### config.mk
export PLATFORM = sky130hd
export DESIGN_NAME = tetron_cell_addr
export DESIGN_NICKNAME = d
export VERILOG_FILES = /design/src/rtl/tetris_pkg.sv /design/src/rtl/tetron_cell_addr.sv
export SDC_FILE = /design/constraint.sdc
export NUM_CORES = 1
export LEC_CHECK = 0
export CORE_AREA = 10 10 48 50
export DETAILED_ROUTE_END_ITERATION = 8
export DIE_AREA = 0 0 58 60
export PLACE_DENSITY_LB_ADDON = 0.25
export SLEW_MARGIN = 20
export SYNTH_ARGS = -nofsm -noshare
export SYNTH_HDL_FRONTEND = slang
export SYNTH_SLANG_ARGS = --single-unit
### constraint.sdc
create_clock -name vclk -period 4
set_clock_uncertainty 0.1 [all_clocks]
set_input_delay 1.2 -clock vclk [all_inputs]
set_output_delay 1.2 -clock vclk [all_outputs]
set_load 0.01 [all_outputs]
### src/rtl/tetris_pkg.sv
`default_nettype none
// ============================================================================
//  Module      : tetris_pkg
//  Description : Shared playfield geometry, datapath widths and the
//                collision-checker state encoding.
//  Revision    : 1.0  initial release
// ============================================================================
package tetris_pkg;

   // Default playfield size (columns x rows), row 0 at the top.
   localparam int c_board_w = 10;
   localparam int c_board_h = 20;

   // Signed block offset width and unsigned board coordinate width.
   localparam int c_off_w   = 5;
   localparam int c_coord_w = 5;

   // Working width for origin + offset: covers -16 .. 46 with sign.
   localparam int c_sum_w   = 7;

   typedef enum logic [1:0] {
      ST_IDLE  = 2'd0,
      ST_ISSUE = 2'd1,
      ST_DRAIN = 2'd2,
      ST_DONE  = 2'd3
   } chk_state_t;

endpackage
`default_nettype wire

### src/rtl/tetron_cell_addr.sv
`default_nettype none
// ============================================================================
//  Module      : tetron_cell_addr
//  Description : Purely combinational cell address generator. Adds a signed
//                block offset to an unsigned piece origin and flags whether
//                the resulting cell lies on the playfield.
//  Ports       : origin_row/origin_col  unsigned pivot coordinates
//                voffset/hoffset        signed two's-complement offsets
//                row/col                low bits of the resulting coordinate
//                in_bounds              1 when 0<=row<BOARD_H, 0<=col<BOARD_W
//  Revision    : 1.0  initial release
// ============================================================================
module tetron_cell_addr
   import tetris_pkg::*;
#(
   parameter int BOARD_W = c_board_w,
   parameter int BOARD_H = c_board_h
)
(
   input  logic [c_coord_w-1:0] origin_row,
   input  logic [c_coord_w-1:0] origin_col,
   input  logic [c_off_w-1:0]   voffset,
   input  logic [c_off_w-1:0]   hoffset,
   output logic [c_coord_w-1:0] row,
   output logic [c_coord_w-1:0] col,
   output logic                 in_bounds
);

   localparam logic signed [c_sum_w-1:0] c_row_lim = c_sum_w'(BOARD_H);
   localparam logic signed [c_sum_w-1:0] c_col_lim = c_sum_w'(BOARD_W);

   logic signed [c_sum_w-1:0] w_row_s;
   logic signed [c_sum_w-1:0] w_col_s;

   always_comb begin
      // Origin is zero-extended, offset sign-extended, both into 7 bits.
      w_row_s   = $signed({2'b00, origin_row})
                + $signed({{(c_sum_w-c_off_w){voffset[c_off_w-1]}}, voffset});
      w_col_s   = $signed({2'b00, origin_col})
                + $signed({{(c_sum_w-c_off_w){hoffset[c_off_w-1]}}, hoffset});
      in_bounds = !w_row_s[c_sum_w-1] && (w_row_s < c_row_lim)
               && !w_col_s[c_sum_w-1] && (w_col_s < c_col_lim);
      row       = w_row_s[c_coord_w-1:0];
      col       = w_col_s[c_coord_w-1:0];
   end

endmodule
`default_nettype wire

# [Word level (Yosys, flattened, before mapping)]
# Cells that the tools add are included.
[word_totals] regBits=0 in_bits=20 output_inout_bits=11 elab_cells=9
[classes] n_addsub=2 magnitude_cmp=2 n_reduce_logical=5
[op_table] operator="$add A6 B5 Y7" count=2
[op_table] operator="$lt A7 B5 Y1 const B" count=1
[op_table] operator="$lt A7 B6 Y1 const B" count=1
[op_table] operator="$logic_and A1 B1 Y1" count=3
[op_table] operator="$logic_not A1 Y1" count=2

# [Logic depth before layout (Yosys ltp)]
[depth] word_depth=5 depth_mapped=8 ltp_nobuf=8

# [Worst setup path after synthesis]
# No wires, ideal clock.
[synth_timing] path_type="in2out" startpoint="input port origin_col[0]" endpoint="output port in_bounds" arrival_ns=2.732 setup_slack_ns=-0.032 stages=6 path_cell_list="ha_1 > fa_1 > xor2_1 > or2_2 > a21oi_1 > nor4b_2"
[synth_between] word_cells_on_any_way=5 cone_classes="1 x add/sub; 1 x order compare; 3 x reduce/logical"
[synth_rtl] item="start, declared" line_no="tetron_cell_addr.sv:21" text="input logic [c_coord_w-1:0] origin_col,"
[synth_rtl] item="$add A6 B5 Y7" line_no="tetron_cell_addr.sv:40" text="+ $signed({{(c_sum_w-c_off_w){hoffset[c_off_w-1]}}, hoffset});"
[synth_rtl] item="named net col[2]" line_no="tetron_cell_addr.sv:25" text="output logic [c_coord_w-1:0] col,"
[synth_rtl] item="$lt A7 B5 Y1" line_no="tetron_cell_addr.sv:42" text="&& !w_col_s[c_sum_w-1] && (w_col_s < c_col_lim);"
[synth_rtl] item="$logic_and A1 B1 Y1" line_no="tetron_cell_addr.sv:42"
[synth_rtl] item="end, declared" line_no="tetron_cell_addr.sv:26" text="output logic in_bounds"
# The timed path passes the listed nets, and every way through them passes these cells.

# [Final worst setup path]
[layout_timing] startpoint="input port origin_row[3]" endpoint="output port in_bounds"
[layout_between] elab_chain_len=5 word_cells_on_any_way=6 cone_classes="1 x add/sub; 1 x order compare; 4 x reduce/logical"
[layout_lines] item="start, declared" line_no="tetron_cell_addr.sv:20" text="input logic [c_coord_w-1:0] origin_row,"
[layout_lines] item="$add A6 B5 Y7 *" line_no="tetron_cell_addr.sv:38" text="+ $signed({{(c_sum_w-c_off_w){voffset[c_off_w-1]}}, voffset});"
[layout_lines] item="$lt A7 B6 Y1 / $logic_not A1 Y1 (equally long branches)" line_no="tetron_cell_addr.sv:41" text="in_bounds = !w_row_s[c_sum_w-1] && (w_row_s < c_row_lim)"
[layout_lines] item="$logic_and A1 B1 Y1 *" line_no="tetron_cell_addr.sv:41"
[layout_lines] item="$logic_and A1 B1 Y1 * (2 in a row)" line_no="tetron_cell_addr.sv:42"
# Every way passes the cells marked *; elsewhere a longest branch is shown, timed or not.

==> results.ini <==
[outcome]
status = finished, violations left
failed_checks = setup timing

[layout]
final_area_sq_mm = 0.001159
num_antenna_cells = 0
multi_input_area_sq_um = 694.4
design.final.nets = 152
drive_above_1_share_pct = 59.48
areaGrowthSynthToFinish_pct = 115.3
clock_buffer_count = 0
fill_cells = 93
seq_area_sq_um = 0
seq_cell_count = 0

[logic_synthesis]
synth_top_family_by_area = adder cells
synth_largest_type_area_fraction_pct = 27.91
netlist_area_sq_um = 538.0
synth_fp_nets = 99
post_synth_inst_count = 65
synth_cell_types = 25
netlist.top_cell.by_area = sky130_fd_sc_hd__ha_1
multiplexer_share_of_the_synthesized_area_pct = 0
sequential_cell_area_fraction_in_the_yosys_report_pct = 0
synth_top_cells_by_area = sky130_fd_sc_hd__ha_1 (28%), sky130_fd_sc_hd__a21oi_1 (9.3%), sky130_fd_sc_hd__xnor2_1 (8.1%)
synth-warning-count = 0
synth_fa_ha_area_share_pct = 35.35
avgSynthCellArea_sq_um = 8.277
xor_xnor_fraction_of_synth_area_pct = 11.40
synth_compound_gate_area_share_pct = 30.47
synth_simple_gate_area_share_pct = 15.81

[global_routing]
grt.overflow.total = 0
largest_net_degree_at_the_start_of_global_routing = 6
grt_antenna_before_repair = 0
grt_pass1_wl_um = 3139
vias_in_the_first_global_route = 738
global_route.usage.total_pct = 10.50

[detailed_routing]
drt.antenna.violating_nets = 0
post_drt_wl_per_cell_um = 14.95
drcViolationCount = 0
drt_first_iter_violations = 2
vias = 690
post_drt_via_cell_ratio = 5.227
drt_pass1_iterations = 4
drt-total-wl_um = 1973

[worst_setup_path]
worst_ep_arrival_time_ns = 2.86
worstSetupEndpointType = output pin
criticalPathCategory = primary input to output pin
worst_ep_required_time_ns = 2.70
critical_path_peak_fanout = 4
worst_path_largest_cell_delay_ns = 0.28
timing.critical_path.mode_cell = sky130_fd_sc_hd__a21oi_2
path_cells = dlygate4sd2_1, ha_4, o21ai_1, a21oi_2, buf_4, nor4_2, a21oi_2, nor4b_4, buf_2
crit_path_start_kind = primary input
cp-startpoint = origin_row[3]
crit_path_end = in_bounds
worst_path_max_delay_cell = sky130_fd_sc_hd__nor4_2

[placement]
port_buffers = 31
detailed_place.area_sq_mm = 0.001001
detailedPlacementHpwl_um = 1484
finalWeightedCongestion = 0.8172
detailedPlace.worstSlack_ns = -1.044

[power]
p_leak_nw = 0.5417
seq_power_share_pct = 0
cellPowerDensity_mw_per_mm2 = 163.6
p_comb_share_pct = 100.0
cell_internal_pwr_w = 0.0001065
power.share.switching_pct = 43.85
largest_vdd_supply_drop_mv = 0.1083
clkPwrFrac_pct = 0
power_switching_w = 0.00008314

[die]
placement_rows = 14
io_pins = 31
core_sq_mm = 0.001436
initial_utilization_pct = 37.46
dieWidth_um = 58
chipHeight_um = 60
design.die.area_sq_mm = 0.003480

[sta]
period_share_pct = 103.9
fmax_ghz = 0.2405
setup_slack_ns = -0.1576
finalWorstPathRequiredPeriod_ns = 4.158
tightestPinTransition_ns = 0.2949
unrepaired_setup_endpoints_after_global_routing = true
slew_viol_final = 0
number_of_endpoints_failing_setup_at_the_final_stage = 1
hold_violations = 0
slew_headroom_pct = 80.18

[flow_run]
maxCapViolCount = 0

[cts]
cts.hold.buffers_added = 0

[hold_path]
worst_hold_class = primary input to output pin

## layout by cell type (no fill, tap or decap), types with 3 or more instances in the layout
cell,n
sky130_fd_sc_hd__a21o_2,3
sky130_fd_sc_hd__a21oi_1,3
sky130_fd_sc_hd__a21oi_2,6
sky130_fd_sc_hd__buf_2,5
sky130_fd_sc_hd__buf_4,20
sky130_fd_sc_hd__buf_6,4
sky130_fd_sc_hd__clkbuf_2,4
sky130_fd_sc_hd__clkdlybuf4s50_1,5
sky130_fd_sc_hd__dlygate4sd2_1,12
sky130_fd_sc_hd__ha_1,4
sky130_fd_sc_hd__ha_4,8
sky130_fd_sc_hd__inv_1,5
sky130_fd_sc_hd__xnor2_1,5
## final cells by class
class                           instances  area share, %
Inverter                                7          2.268
Multi-Input combinational cell         57          59.94
Tap cell                               16          1.728
Timing Repair Buffer                   52          36.07
## critical path, delay by kind of cell
kind | cells | cell delay, ns
buf+inv | 3 | 0.57
compound gates | 3 | 0.30
simple gates | 2 | 0.52
fa+ha+maj | 1 | 0.26
## cell usage after synthesis, drive strengths merged
| cell type | number |
|---|---|
| and3b | 2 |
| o21ai | 3 |
| xnor2 | 5 |
| nand2 | 2 |
| xor2 | 2 |
| fa | 2 |
| nor2 | 2 |
| o2bb2ai | 2 |
| a21boi | 1 |
| or2 | 1 |
| or3 | 1 |
| ha | 12 |
| inv | 7 |
| buf | 1 |
| a21oi | 10 |
| nor4 | 2 |
| a211oi | 2 |
| a21o | 5 |
| nor4b | 1 |
| nand2b | 1 |
| o22ai | 1 |
## worst min-delay path by stage
stage / startpoint / end / slack (ns) / cells after the start
CTS: origin_col[0] / col[0] / 3.00 / 3
global placement: hoffset[0] / col[0] / 3.40 / 3
detailed placement: voffset[0] / row[0] / 3.41 / 3
finish: voffset[3] / row[3] / 3.00 / 5
global route: origin_col[0] / col[0] / 3.04 / 3
floorplan: hoffset[0] / col[0] / 2.44 / 1
## cell families (layout without fill, tap and decap cells)
| family | after synthesis | count (layout) |
|---|---|---|
| AOI/OAI and AO/OA | 24 | 24 |
| adders and majority gates | 14 | 14 |
| and+or+nand+nor | 12 | 12 |
| buffers and inverters | 8 | 59 |
| xor gates and xnor gates | 7 | 7 |
## metal layers
| layer | global-route usage (%) | vias up | share of wire, % |
|---|---|---|---|
| met5 | 0 | - | 0 |
| met4 | 1.007 | 0 | 0.86 |
| met3 | 2.542 | 2 | 7.0 |
| met2 | 21.17 | 23 | 54 |
| met1 | 10.85 | 321 | 38 |
| li1 | - | 344 | - |
## stage by stage
step	setup TNS [ns]	power [W]	util [%]	hold WS, ns	cells
floorplan	0	0.00007908	-	2.440	65
global placement	-4.323	0.0001610	69.69	3.396	129
detailed placement	-4.648	0.0001657	69.69	3.412	129
CTS	-0.1603	0.0001842	79.97	3.005	132
global route	-0.1920	0.0002063	80.66	3.036	132
finish	-0.1576	0.0001896	80.66	2.999	132
## timing repair
item                                    CTS  global route
gates resized for setup                  77            18
buffers inserted                          3             0
pin swaps                                20             6
endpoints found under the setup margin    9             5
## power groups by stage
| stage | Sequential, W | Clock [W] | Combinational (W) |
|---|---|---|---|
| 2_1_floorplan | 0 | 0 | 0.0000791 |
| 3_3_place_gp | 0 | 0 | 0.000161 |
| 3_5_place_dp | 0 | 0 | 0.000166 |
| 4_1_cts | 0 | 0 | 0.000184 |
| 5_1_grt | 0 | 0 | 0.000206 |
| 6_report | 0 | 0 | 0.000190 |
(Power assumes the default switching activity.)
